==> src/rtl/trng_rx.sv <==
// UART (8N1) receiver feeding a framed-payload parser with CRC-32C frame check.
// Frame: SOF 00 01 02 03, 128 payload bytes, 4 CRC bytes LSB first.
module trng_rx #(
  parameter int unsigned CYCLES_PER_BIT = 32
) (
  input  logic       i_clk,
  input  logic       i_reset_n,
  input  logic       i_serial_data,
  output logic       o_serial_rts_n,
  output logic [7:0] o_dat,
  output logic       o_valid,
  output logic       o_frame_ok,
  output logic       o_frame_err,
  output logic [7:0] o_err_cnt
);

  localparam int unsigned CW = $clog2(CYCLES_PER_BIT + 1);
  localparam logic [CW-1:0] BitLast  = CW'(CYCLES_PER_BIT);
  localparam logic [CW-1:0] HalfLast = CW'((CYCLES_PER_BIT + 1) / 2 - 1);

  typedef enum logic [1:0] {StIdle, StStart, StData, StStop} uart_st_e;
  typedef enum logic [1:0] {StHunt, StPayload, StCrc} parse_st_e;

  // Synchronizer resets low so a line already low at release never looks like an edge.
  logic sync1_q, line_q, line_prev_q;

  always_ff @(posedge i_clk or negedge i_reset_n) begin
    if (!i_reset_n) begin
      sync1_q     <= 1'b0;
      line_q      <= 1'b0;
      line_prev_q <= 1'b0;
    end else begin
      sync1_q     <= i_serial_data;
      line_q      <= sync1_q;
      line_prev_q <= line_q;
    end
  end

  uart_st_e        uart_q;
  logic [CW-1:0]   tick_q;
  logic [2:0]      bit_q;
  logic [7:0]      shift_q;
  logic [7:0]      rx_byte_q;
  logic            rx_stb_q;
  logic            rx_ferr_q;

  always_ff @(posedge i_clk or negedge i_reset_n) begin
    if (!i_reset_n) begin
      uart_q    <= StIdle;
      tick_q    <= '0;
      bit_q     <= '0;
      shift_q   <= '0;
      rx_byte_q <= '0;
      rx_stb_q  <= 1'b0;
      rx_ferr_q <= 1'b0;
    end else begin
      rx_stb_q  <= 1'b0;
      rx_ferr_q <= 1'b0;
      unique case (uart_q)
        StIdle: begin
          if (line_prev_q && !line_q) begin
            uart_q <= StStart;
            tick_q <= '0;
          end
        end
        StStart: begin
          if (tick_q == HalfLast) begin
            tick_q <= '0;
            bit_q  <= '0;
            uart_q <= line_q ? StIdle : StData;
          end else begin
            tick_q <= tick_q + CW'(1);
          end
        end
        StData: begin
          if (tick_q == BitLast) begin
            tick_q  <= '0;
            shift_q <= {line_q, shift_q[7:1]};
            bit_q   <= bit_q + 3'd1;
            if (bit_q == 3'd7) uart_q <= StStop;
          end else begin
            tick_q <= tick_q + CW'(1);
          end
        end
        StStop: begin
          if (tick_q == BitLast) begin
            // Back to idle at mid-stop so a back-to-back start edge is caught.
            uart_q    <= StIdle;
            tick_q    <= '0;
            rx_stb_q  <= line_q;
            rx_ferr_q <= !line_q;
            rx_byte_q <= shift_q;
          end else begin
            tick_q <= tick_q + CW'(1);
          end
        end
        default: uart_q <= StIdle;
      endcase
    end
  end

  function automatic logic [31:0] crc32c_byte(input logic [31:0] crc, input logic [7:0] data);
    logic [31:0] c;
    c = crc ^ {24'h0, data};
    for (int i = 0; i < 8; i++) begin
      c = c[0] ? ((c >> 1) ^ 32'h82F63B78) : (c >> 1);
    end
    return c;
  endfunction

  parse_st_e   parse_q;
  logic [1:0]  sof_q;
  logic [6:0]  pay_cnt_q;
  logic [1:0]  crc_idx_q;
  logic [31:0] crc_q;
  logic [31:0] crc_rx_q;

  always_ff @(posedge i_clk or negedge i_reset_n) begin
    if (!i_reset_n) begin
      parse_q     <= StHunt;
      sof_q       <= '0;
      pay_cnt_q   <= '0;
      crc_idx_q   <= '0;
      crc_q       <= '0;
      crc_rx_q    <= '0;
      o_dat       <= '0;
      o_valid     <= 1'b0;
      o_frame_ok  <= 1'b0;
      o_frame_err <= 1'b0;
      o_err_cnt   <= '0;
    end else begin
      o_valid     <= 1'b0;
      o_frame_ok  <= 1'b0;
      o_frame_err <= 1'b0;
      if (rx_ferr_q) begin
        if (parse_q != StHunt) begin
          o_frame_err <= 1'b1;
          if (o_err_cnt != 8'hFF) o_err_cnt <= o_err_cnt + 8'd1;
        end
        parse_q <= StHunt;
        sof_q   <= '0;
      end else if (rx_stb_q) begin
        unique case (parse_q)
          StHunt: begin
            if (rx_byte_q == {6'd0, sof_q}) begin
              if (sof_q == 2'd3) begin
                parse_q   <= StPayload;
                sof_q     <= '0;
                crc_q     <= 32'hFFFF_FFFF;
                pay_cnt_q <= '0;
              end else begin
                sof_q <= sof_q + 2'd1;
              end
            end else begin
              // A stray 0x00 can itself be the first SOF byte.
              sof_q <= (rx_byte_q == 8'h00) ? 2'd1 : 2'd0;
            end
          end
          StPayload: begin
            crc_q     <= crc32c_byte(crc_q, rx_byte_q);
            o_dat     <= rx_byte_q;
            o_valid   <= 1'b1;
            pay_cnt_q <= pay_cnt_q + 7'd1;
            if (pay_cnt_q == 7'd127) begin
              parse_q   <= StCrc;
              crc_idx_q <= '0;
            end
          end
          StCrc: begin
            crc_rx_q[{crc_idx_q, 3'b000} +: 8] <= rx_byte_q;
            crc_idx_q <= crc_idx_q + 2'd1;
            if (crc_idx_q == 2'd3) begin
              if ({rx_byte_q, crc_rx_q[23:0]} == crc_q) begin
                o_frame_ok <= 1'b1;
              end else begin
                o_frame_err <= 1'b1;
                if (o_err_cnt != 8'hFF) o_err_cnt <= o_err_cnt + 8'd1;
              end
              parse_q <= StHunt;
              sof_q   <= '0;
            end
          end
          default: parse_q <= StHunt;
        endcase
      end
    end
  end

  assign o_serial_rts_n = ~i_reset_n;

endmodule

==> config.mk <==
export PLATFORM = sky130hd
export DESIGN_NAME = trng_rx
export DESIGN_NICKNAME = d
export VERILOG_FILES = /design/src/rtl/trng_rx.sv
export SDC_FILE = /design/constraint.sdc
export NUM_CORES = 1
export LEC_CHECK = 0
export CAP_MARGIN = 5
export CORE_ASPECT_RATIO = 1.1
export CORE_MARGIN = 2
export CORE_UTILIZATION = 60
export CTS_CLUSTER_DIAMETER = 50
export DETAILED_ROUTE_END_ITERATION = 10
export HOLD_SLACK_MARGIN = 0.12
export PLACE_DENSITY_LB_ADDON = 0.2
export SLEW_MARGIN = 20
export SYNTH_ARGS = -nofsm -noshare
export SYNTH_HDL_FRONTEND = slang
export SYNTH_SLANG_ARGS = --single-unit
export TNS_END_PERCENT = 5
==> constraint.sdc <==
create_clock -name i_clk -period 3.4 [get_ports i_clk]
set_input_delay 0.68 -clock i_clk [delete_from_list [all_inputs] [get_ports i_clk]]
set_output_delay 0.68 -clock i_clk [all_outputs]
set_load 0.05 [all_outputs]
==> out/qor.yml, run 1 <==
status: "finished clean"
pre_cts_ws_ns: 0.553
grt_overflow: 0
post_cts_buffers: 0
via_per_inst: 5.61
synth_area_mm2: 0.00628
clk_latency_ns: 0.42
gp_congestion: 0.891
finalCriticalPeriod_ns: 2.78
worstHoldPathCells: 0
cts_tree: "built"
vias: 4430
leakage_nw: 3.47
setup_slack_ns: 0.619
maxSlewHeadroom_pct: 25.3
clock_tree.root_cell: "clkbuf_16"
required_ns: 3.70
die_h_um: 111
rsz0062_at_grt: "false"
setup_viol: 0
hold_viol_final: 0
fmax_mhz: 360
ys_ff_latch: 120
drc: 0
synthArstFlopShare_pct: 100
drive_gt1_share_pct: 12.5
area_delta_synth_final_pct: 15.2
holdPathEnd: "line_q"
synth.most_common_cell: "dfrtp_1"
antenna_cells: 0
core_mm2: 0.0103
start_util_pct: 61.0
critPathArrivalTime_ns: 3.08
place_hpwl_um: 9720
num_rows: 39
crit_top_cell: "nand4_1"
synth_area_leaders: "dfrtp_1, xor2_1, xnor2_1"
firstDrtPassIters: 7
synthFlopType: "dfrtp_1"
cts_buffer_depth: 2
drt_iter0_drc: 281
syn_avg_cell_area_um2: 10.3
cpPeakStageDelay_ns: 0.52
crit_path_max_fanout: 8
cap_violations: 0
grt_pass1_wl_um: 23600
start_kind: "flip-flop"
cts_sinks: 120
cts.repair.resized: 0
drt-total-wl_um: 14000
cp_slowest_cell: "nor4_1"
synth_top_area_share_pct: 47.8
nNetsFinal: 649
r2r_slack_ns: 0.62
worst_hold_path_type: "flip-flop to flip-flop"
netlist_instances: 612
worstPathCellList: "buf_4 > xor2_1 > nor4_1 > nand4_1 > o311ai_0 > a21oi_1 > nand4_1 > mux2_2"
grt_pass1_vias: 4608
synth_edf_count: 0
dieWidth_um: 102
synth_commonest_cells: "dfrtp_1, nand2_1, xor2_1, xnor2_1, nor2_1"
worstSetupPathType: "flip-flop to flip-flop"
synth_cell_types: 46
num_io_pins: 23
skew_ns: 0.00827
ys_seq_area_share_pct: 47.8
crit_buf_inv: 1
h-tree-depth: 4
ir_drop_v: 0.000394
wire_per_inst_um: 17.7
rr_startpoint: "rx_byte_q[7]"
ant_nets: 0
r2r_end: "o_err_cnt[6]"
cts_hold_buf: 0
report.final.slew_viol_count: 0
crit_path_end_kind: "flip-flop"
fin_setup_tns_ns: 0
totalPowerFinal_mw: 3.57
yosysTopAreaCell: "dfrtp_1"
cts_buffers: 17
io_buffers: 22
ys_warn_count: 0
design.die.area_mm2: 0.0113
cp_top_family: "simple AND/OR/NAND/NOR gates"
grt_usage_pct: 27.5
clk_pin_slew_ns: 0.05
synthesis.nets: 627
worstMarginPinSlew_ns: 1.12
period_share_pct: 81.8
p_per_area_mw_per_mm2: 494
r2r_cells: 8
antenna_found_initial: 0
min-delay-start: "sync1_q"
grt_max_degree: 66
[state kept, by name, indices dropped and copies added (netlist names), 2 cells and up, named ones only]
signal and count:
o_dat 8, pay_cnt_q 7, shift_q 8, o_err_cnt 8, bit_q 3, rx_byte_q 8
crc_idx_q 2, parse_q 2, crc_q 32, crc_rx_q 24, tick_q 6, sof_q 2
[stage by stage]
| stage | hold slack, ns | utilization, % | instance area (µm²) | std cells |
|---|---|---|---|---|
| 2_1_floorplan | 0.331 | - | 6280 | 612 |
| 3_3_place_gp | 0.332 | 64.2 | 6610 | 758 |
| 3_5_place_dp | 0.337 | 64.2 | 6610 | 758 |
| 4_1_cts | 0.349 | 70.3 | 7240 | 790 |
| 5_1_grt | 0.357 | 70.3 | 7240 | 790 |
| 6_report | 0.346 | 70.3 | 7240 | 790 |
[cells by family after synthesis]
logic type	count (synthesis)	share of synthesized area, %
AO/OA/AOI/OAI	103	9.66
XOR/XNOR	119	19.3
adder cells (fa/ha/maj)	12	2.39
buffers and inverters	39	2.77
flip-flops	120	47.8
multiplexers	23	4.10
AND/OR/NAND/NOR	196	14.0
[layout make-up]
class,instances,area [µm²]
sequential,120,3000
multi-input combinational,453,3110
fill,762,3050
inverter,13,48.8
timing repair buffer,29,270
clock buffer,25,515
tap,143,179
clock inverter,7,113
[worst max path at each step]
stage / start / endpoint / slack [ns] / cells after the start
3_3_place_gp: rx_byte_q[7] / o_err_cnt[6] / 0.69 / 8
5_1_grt: rx_byte_q[2] / pay_cnt_q[6] / 0.32 / 7
6_report: rx_byte_q[7] / o_err_cnt[6] / 0.62 / 8
4_1_cts: rx_byte_q[2] / pay_cnt_q[6] / 0.54 / 7
3_5_place_dp: rx_byte_q[6] / pay_cnt_q[6] / 0.55 / 7
2_1_floorplan: crc_q[1] / crc_q[3] / 1.01 / 7
[power breakdown]
part | internal [mW] | switching [mW]
clock network | 1.26 | 0.606
logic | 0.0671 | 0.115
registers | 1.47 | 0.0557
[cell usage in the layout, fill, tap and decap left out, types with 2 or more instances in the layout]
cell,synthesis,final
a21oi_1,31,31
a22o_1,6,6
a31oi_1,5,5
and2_1,2,2
and3_1,6,6
buf_4,0,8
bufinv_16,0,3
clkbuf_1,15,2
clkbuf_16,0,17
clkbuf_8,0,6
clkdlybuf4s50_1,0,21
clkinv_2,0,3
dfrtp_1,120,120
ha_1,12,12
inv_1,12,12
mux2_2,22,22
nand2_1,94,94
nand2b_1,8,8
nand3_1,11,11
nand4_1,5,5
nor2_1,45,45
nor3_1,4,4
nor3b_1,3,2
nor4_1,10,10
o21ai_0,40,39
o22a_1,6,6
o22ai_1,3,3
o31a_1,2,2
o31ai_1,5,5
or4_1,2,2
xnor2_1,48,48
xnor2_2,11,11
xnor2_4,2,2
xnor3_2,3,3
xor2_1,54,54
[per-layer routing]
metal / GRT usage, % / vias up / routed length, µm
met1: 36.8 / 2185 / 6230
met2: 43.6 / 107 / 6930
met3: 5.59 / 28 / 472
met5: 0 / - / 0
met4: 11.7 / 0 / 353
li1: - / 2110 / -
Power figures use the tool's default switching activity.
==> run 2: changes to the inputs <==
- clock period: 3.4 -> 2.6 ns (I/O delays scaled with it)
==> out/qor.yml, run 2 (synthesis gave the netlist of run 1 again) <==
h-tree-depth: 4
p_per_area_mw_per_mm2: 633
grt.busiest_layer: "met2"
r2r_cells: 7
worstPathCellList: "xor2_2 > xnor3_2 > buf_4 > xnor2_2 > xor2_1 > xor2_1 > a21oi_1"
crit_top_cell: "xor2_1"
grt_max_degree: 121
start_util_pct: 61.0
fin_hold_ws_ns: 0.200
rsz0062_at_grt: "false"
r2r_slack_ns: 0.15
regMostFlops: "crc_q"
required_ns: 2.88
final_common_cell: "dfrtp_1"
path_depth: 7
cts_sinks: 120
worst_hold_path_type: "input port to asynchronous set/reset pin"
utilization_pct: 72.1
antenna_cells: 0
wire_per_inst_um: 17.6
die_h_um: 111
vias: 4522
clock_tree.root_cell: "clkbuf_16"
design.die.area_mm2: 0.0113
firstDrtPassIters: 4
antenna_found_initial: 0
largest_reg_flops: 32
drt_iter0_drc: 269
cts_buffer_depth: 2
fin_setup_tns_ns: 0
via_per_inst: 5.58
core_mm2: 0.0103
rr_startpoint: "crc_q[1]"
crit_buf_inv: 1
cap_violations: 0
start_kind: "flip-flop"
cpPeakStageDelay_ns: 0.53
grt_use_met3_pct: 6.65
layout_common_cells: "dfrtp_1, nand2_1, xor2_1, xnor2_1, nor2_1"
reg_top3: "crc_q: 32 flops, crc_rx_q: 24 flops"
placed_area_mm2: 0.00679
gp_congestion: 0.962
totalPowerFinal_mw: 4.70
nNetsFinal: 670
maxSlewHeadroom_pct: 49.0
met2_usage_pct: 42.6
worstMarginPinSlew_ns: 0.761
num_io_pins: 23
num_rows: 39
crit_path_end_kind: "flip-flop"
cts_tree: "built"
grt_pass1_vias: 4632
drive_gt1_share_pct: 15.1
fmax_mhz: 409
grt_pass1_wl_um: 23800
io_buffers: 22
skew_ns: 0.00735
gr-usage-met1_pct: 38.8
drc: 0
grt_usage_pct: 27.9
crit_path_max_fanout: 4
stdcell_area_mm2: 0.00743
grt_overflow: 0
drt-total-wl_um: 14300
dieWidth_um: 102
finalCriticalPeriod_ns: 2.45
clk_pin_slew_ns: 0.06
cp_top_family: "XOR/XNOR gates"
ir_drop_v: 0.000460
ant_nets: 0
setup_viol: 0
r2r_end: "crc_q[6]"
cp_slowest_cell: "dfrtp_1"
critPathArrivalTime_ns: 2.73
place_hpwl_um: 9940
hold_viol_final: 0
leakage_nw: 3.57
cts_buffers: 17
status: "finished clean"
clk_latency_ns: 0.42
area_delta_synth_final_pct: 18.2
cts_hold_buf: 0
period_share_pct: 94.1
worstSetupPathType: "flip-flop to flip-flop"
report.final.slew_viol_count: 0
## run 2: cell types whose count changed in the layout (fill, tap and decap cells not counted), sizes merged
| cell | delta |
|---|---|
| clkinvlp | +1 |
| buf | +22 |
| clkbuf | -2 |
| clkinv | -1 |
| bufinv | +1 |
| clkdlybuf4s50 | -1 |
## run 2: worst max path at each step
stage                     slack, ns            to          from
after global routing           0.01  pay_cnt_q[6]  rx_byte_q[6]
after CTS                      0.07      crc_q[8]  rx_byte_q[2]
final                          0.15      crc_q[6]      crc_q[1]
after global placement         0.09  o_err_cnt[6]  rx_byte_q[5]
after floorplan                0.21      crc_q[3]      crc_q[1]
after detailed placement        0.1      crc_q[8]  rx_byte_q[2]
## run 2: report_power, final
group          internal, mW  switching [mW]
sequential             1.92          0.0750
combinational        0.0893           0.152
clock                  1.64           0.825
## run 2: area by class of cell
| cell class | count | area, µm² |
|---|---|---|
| Fill cell | 753 | 2870 |
| Timing Repair Buffer | 50 | 450 |
| Clock inverter | 8 | 145 |
| Clock buffer | 23 | 468 |
| Inverter | 13 | 48.8 |
| Multi-Input combinational cell | 453 | 3130 |
| Tap cell | 143 | 179 |
| Sequential cell | 120 | 3000 |
## run 2: what timing repair did
| item | 4_1_cts | 5_1_grt |
|---|---|---|
| gates resized for setup | 0 | 3 |
| hold endpoints to repair | 0 | 0 |
| setup buffers | 0 | 0 |
| setup endpoints to repair | 0 | 8 |
## run 2: stage by stage
step	std cells	worst slack, ns
after global placement	779	0.0928
after global routing	810	0.0125
after CTS	810	0.0711
after floorplan	612	0.213
final	810	0.152
after detailed placement	779	0.0966
## run 2: worst register-to-register path, stage by stage, from the launching register on
cell and delay [ns]:
dfrtp_1 0.53, xor2_2 0.25, xnor3_2 0.49, buf_4 0.19
xnor2_2 0.22, xor2_1 0.32, xor2_1 0.22, a21oi_1 0.10
## run 2: routing by layer
layer	wire, µm	share of wire, %
met4	341	2.4
met3	669	4.7
met5	0	0
met2	7000	49
met1	6240	44
==> edit 1: new RTL, flow settings as in run 1 <==
Change the parameter `CYCLES_PER_BIT` from 32 to 16.
--- a/src/rtl/trng_rx.sv
+++ b/src/rtl/trng_rx.sv
@@ -2,5 +2,5 @@
 // Frame: SOF 00 01 02 03, 128 payload bytes, 4 CRC bytes LSB first.
 module trng_rx #(
-  parameter int unsigned CYCLES_PER_BIT = 32
+  parameter int unsigned CYCLES_PER_BIT = 16
 ) (
   input  logic       i_clk,
Formal check against the unedited RTL: no difference found for any inputs over 4 cycles, from zero or initial values and one cycle with i_reset_n low; that may be too few to reach the edited logic, so the function may still have changed.
==> edit 1 against run 1 <==
Maximum frequency increased by 6.7%. Routed wire length up 1.1%. Sequential cell count down 1. Total power decreased by 1.3%. Critical endpoint is now o_err_cnt[1]. Critical path type unchanged. Highest routed layer unchanged. Worst setup slack improved by 0.18 ns. Design area fell by 0.35%. Synthesized area is 0.30% lower. Non-clock buffer count is 1 higher.
==> edit 1: results (changes against run 1) <==
| Metric | Value |
|---|---|
| Status | finished, final reports clean (unchanged) |
| GR Util met1 | 36.5% (was 36.8%) |
| Starting DRC count in detailed routing | 262 (was 281) |
| Post-synthesis xor/xnor area fraction | 20.0% (was 19.3%) |
| Peak VDD IR | 0.000521 V (was 0.000394 V) |
| Delay-heaviest family, CP | compound AO/OA/AOI/OAI gates (was simple AND/OR/NAND/NOR gates) |
| Via count | 4,399 (was 4,430) |
| Slew HR | 48.2% (was 25.3%) |
| Synth top area cells | dfrtp_1 48%, xor2_1 8.8%, xnor2_1 7.1%, mux2_2 4.7%, nand2_1 4.6% (was dfrtp_1 48%, xor2_1 7.5%, xnor2_1 6.7%, nand2_1 5.6%, mux2_2 3.9%) |
| Avg WL per Cell | 18.0 um (was 17.7 um) |
| Inst Count DP | 753 (was 758) |
| Mux cell area share after synthesis | 4.67% (was 4.10%) |
| GR Layer Usage met3 | 7.50% (was 5.59%) |
| Worst Skew | 0.00843 ns (was 0.00827 ns) |
| GPL Wtd Cong | 0.861 (was 0.891) |
| Met3 wire length | 610 um (was 472 um) |
| 1st-pass router iterations | 5 (was 7) |
| Reg2reg setup slack | 0.79 ns (was 0.62 ns) |
| Max stage delay on crit path | 0.54 ns (was 0.52 ns) |
| Dpl ws | 0.808 ns (was 0.553 ns) |
| Post-synthesis area per instance | 10.3 um2 (about the same) |
| Post-synthesis sequential area ratio | 47.5% (was 47.8%) |
| Layout cell share with drive strength beyond 1 | 12.6% (was 12.5%) |
| Leak | 3.39 nW (was 3.47 nW) |
| Adder-Cell Fraction of Synth Area | 2.40% (was 2.39%) |
| R2R cell count | 6 (was 8) |
edit 1: power by group through the flow:
stage          logic [mW]  registers [mW]  clock network, mW
2_1_floorplan       0.149            1.51                  0
3_3_place_gp        0.184            1.53                  0
3_5_place_dp        0.194            1.53                  0
4_1_cts             0.194            1.51               1.86
5_1_grt             0.225            1.52               1.92
6_report            0.190            1.51               1.83
edit 1: area by class of cell:
| cell class | instances | area, um2 |
|---|---|---|
| Clock buffer | 21 | 460 |
| Multi-Input combinational cell | 449 | 3130 |
| Fill cell | 766 | 3080 |
| Inverter | 12 | 45.0 |
| Sequential cell | 119 | 2980 |
| Tap cell | 143 | 179 |
| Timing Repair Buffer | 30 | 278 |
| Clock inverter | 11 | 148 |
edit 1: path summary, 6_finish.rpt:
path	startpoint	to
max	rx_byte_q[7]	o_err_cnt[1]
min reg2reg	sync1_q	line_q
min	sync1_q	line_q
min in group asynchronous	i_reset_n	crc_q[8]
max reg2reg	rx_byte_q[7]	o_err_cnt[1]
max in group asynchronous	i_reset_n	crc_rx_q[9]
==> edit 2: new RTL, flow settings as in run 1 <==
Made on the original files. Re-encode `uart_st_e` (4 values) as one-hot, 4 bits wide.
--- a/src/rtl/trng_rx.sv
+++ b/src/rtl/trng_rx.sv
@@ -19,5 +19,5 @@
   localparam logic [CW-1:0] HalfLast = CW'((CYCLES_PER_BIT + 1) / 2 - 1);
 
-  typedef enum logic [1:0] {StIdle, StStart, StData, StStop} uart_st_e;
+  typedef enum logic [3:0] {StIdle = 4'b0001, StStart = 4'b0010, StData = 4'b0100, StStop = 4'b1000} uart_st_e;
   typedef enum logic [1:0] {StHunt, StPayload, StCrc} parse_st_e;
 
Check against the original RTL: no difference found for any inputs over 10 cycles, from zero or initial values and one cycle with i_reset_n low; not proved beyond that.
==> edit 2 against run 1 <==
Synthesized area rose by 1.2%. Sequential cell count grew 2. Design area increased by 2.2%. Worst setup slack gained 0.0074 ns. Routed wire length is 3.3% higher. Hold slack gained 0.0072 ns. Total power rose by 2.5%. Critical endpoint is now crc_q[25]. Largest cell class unchanged.
==> edit 2: results (changes against run 1) <==
| Metric | Value |
|---|---|
| Status | finished, final reports clean (unchanged) |
| Synth top area cells | dfrtp_1 48%, xnor2_1 12%, nand2_1 5.4%, xor2_1 3.7%, mux2_2 3.4% (was dfrtp_1 48%, xor2_1 7.5%, xnor2_1 6.7%, nand2_1 5.6%, mux2_2 3.9%) |
| GR Util All Layers | 27.8% (was 27.5%) |
| Inst Count DP | 785 (was 758) |
| Via count | 4,682 (was 4,430) |
| Complex-gate fraction of the synthesized area | 10.7% (was 9.66%) |
| Detailed placement HPWL | 9830 um (was 9720 um) |
| First-pass GRT wire length | 24,200 um (was 23,600 um) |
| Wl on met1 | 6160 um (was 6230 um) |
| Reg2reg setup slack | around 0.63 ns |
| Unique masters post-synth | 51 (was 46) |
| Top cells by count, synth | 121 x dfrtp_1, 92 x nand2_1, 89 x xnor2_1, 48 x nor2_1, 41 x o21ai_0 (was 120 x dfrtp_1, 94 x nand2_1, 54 x xor2_1, 48 x xnor2_1, 45 x nor2_1) |
| DP Area | 6730 um2 (was 6610 um2) |
| Mapped Cells | 636 (was 612) |
| GR Util met1 | 36.3% (was 36.8%) |
| Post-detailed-routing wire length | 14,400 um (was 14,000 um) |
| Peak VDD IR | 0.000394 V (about the same) |
| R2R cell count | 7 (was 8) |
| CP max FO | 33 (was 8) |
| Vias in the first global route | 4,799 (was 4,608) |
| Met3 wire length | 648 um (was 472 um) |
| Met2 routed WL | 7290 um (was 6930 um) |
| Worst Skew | 0.00672 ns (was 0.00827 ns) |
| Largest net degree at the start of global routing | 63 (was 66) |
| Worst R2R End | crc_q[25] (was o_err_cnt[6]) |
| Layout cell share with drive strength beyond 1 | 10.2% (was 12.5%) |
| Clock share of power | 55.4% (was 52.3%) |
| GPL Wtd Cong | 0.865 (was 0.891) |
| GR Util met2 | 44.6% (was 43.6%) |
| Mux cell area share after synthesis | 3.52% (was 4.10%) |
| Slew of the pin with the lowest slew margin | 1.02 ns (was 1.12 ns) |
| 1st-pass router iterations | 4 (was 7) |
| Final #Nets | 676 (was 649) |
| GR Layer Usage met3 | 6.15% (was 5.59%) |
| Vias/cell | 5.73 (was 5.61) |
| Hold Slack | 0.354 ns (was 0.346 ns) |
| Syn nets | 651 (was 627) |
| Arrival time at the worst endpoint | 3.10 ns (was 3.08 ns) |
| Starting DRC count in detailed routing | 325 (was 281) |
| Sw Ratio | 20.7% (was 21.7%) |
| Dpl ws | 0.729 ns (was 0.553 ns) |
| Leak | 3.29 nW (was 3.47 nW) |
## edit 2: area by class of cell
type / instances / area [um2]
clock buffer: 20 / 447
fill: 759 / 2940
sequential: 122 / 3050
multi-input combinational: 471 / 3140
clock inverter: 12 / 220
tap: 143 / 179
timing repair buffer: 32 / 293
inverter: 17 / 63.8
## edit 2: worst max-delay path, cell delays in order (launching register included)
cell and delay, ns:
dfrtp_1 0.51, or4_1 0.56, nor3_1 0.22, a31oi_1 0.15
nor3_2 0.47, buf_4 0.46, nor2_1 0.10, a21oi_1 0.18
## edit 2: power by group through the flow
| stage | Sequential [mW] | Clock (mW) | Combinational, mW |
|---|---|---|---|
| finish | 1.51 | 2.03 | 0.128 |
| global route | 1.51 | 2.12 | 0.148 |
| CTS | 1.50 | 2.05 | 0.129 |
| detailed placement | 1.53 | 0 | 0.126 |
| global placement | 1.53 | 0 | 0.121 |
| floorplan | 1.51 | 0 | 0.0942 |
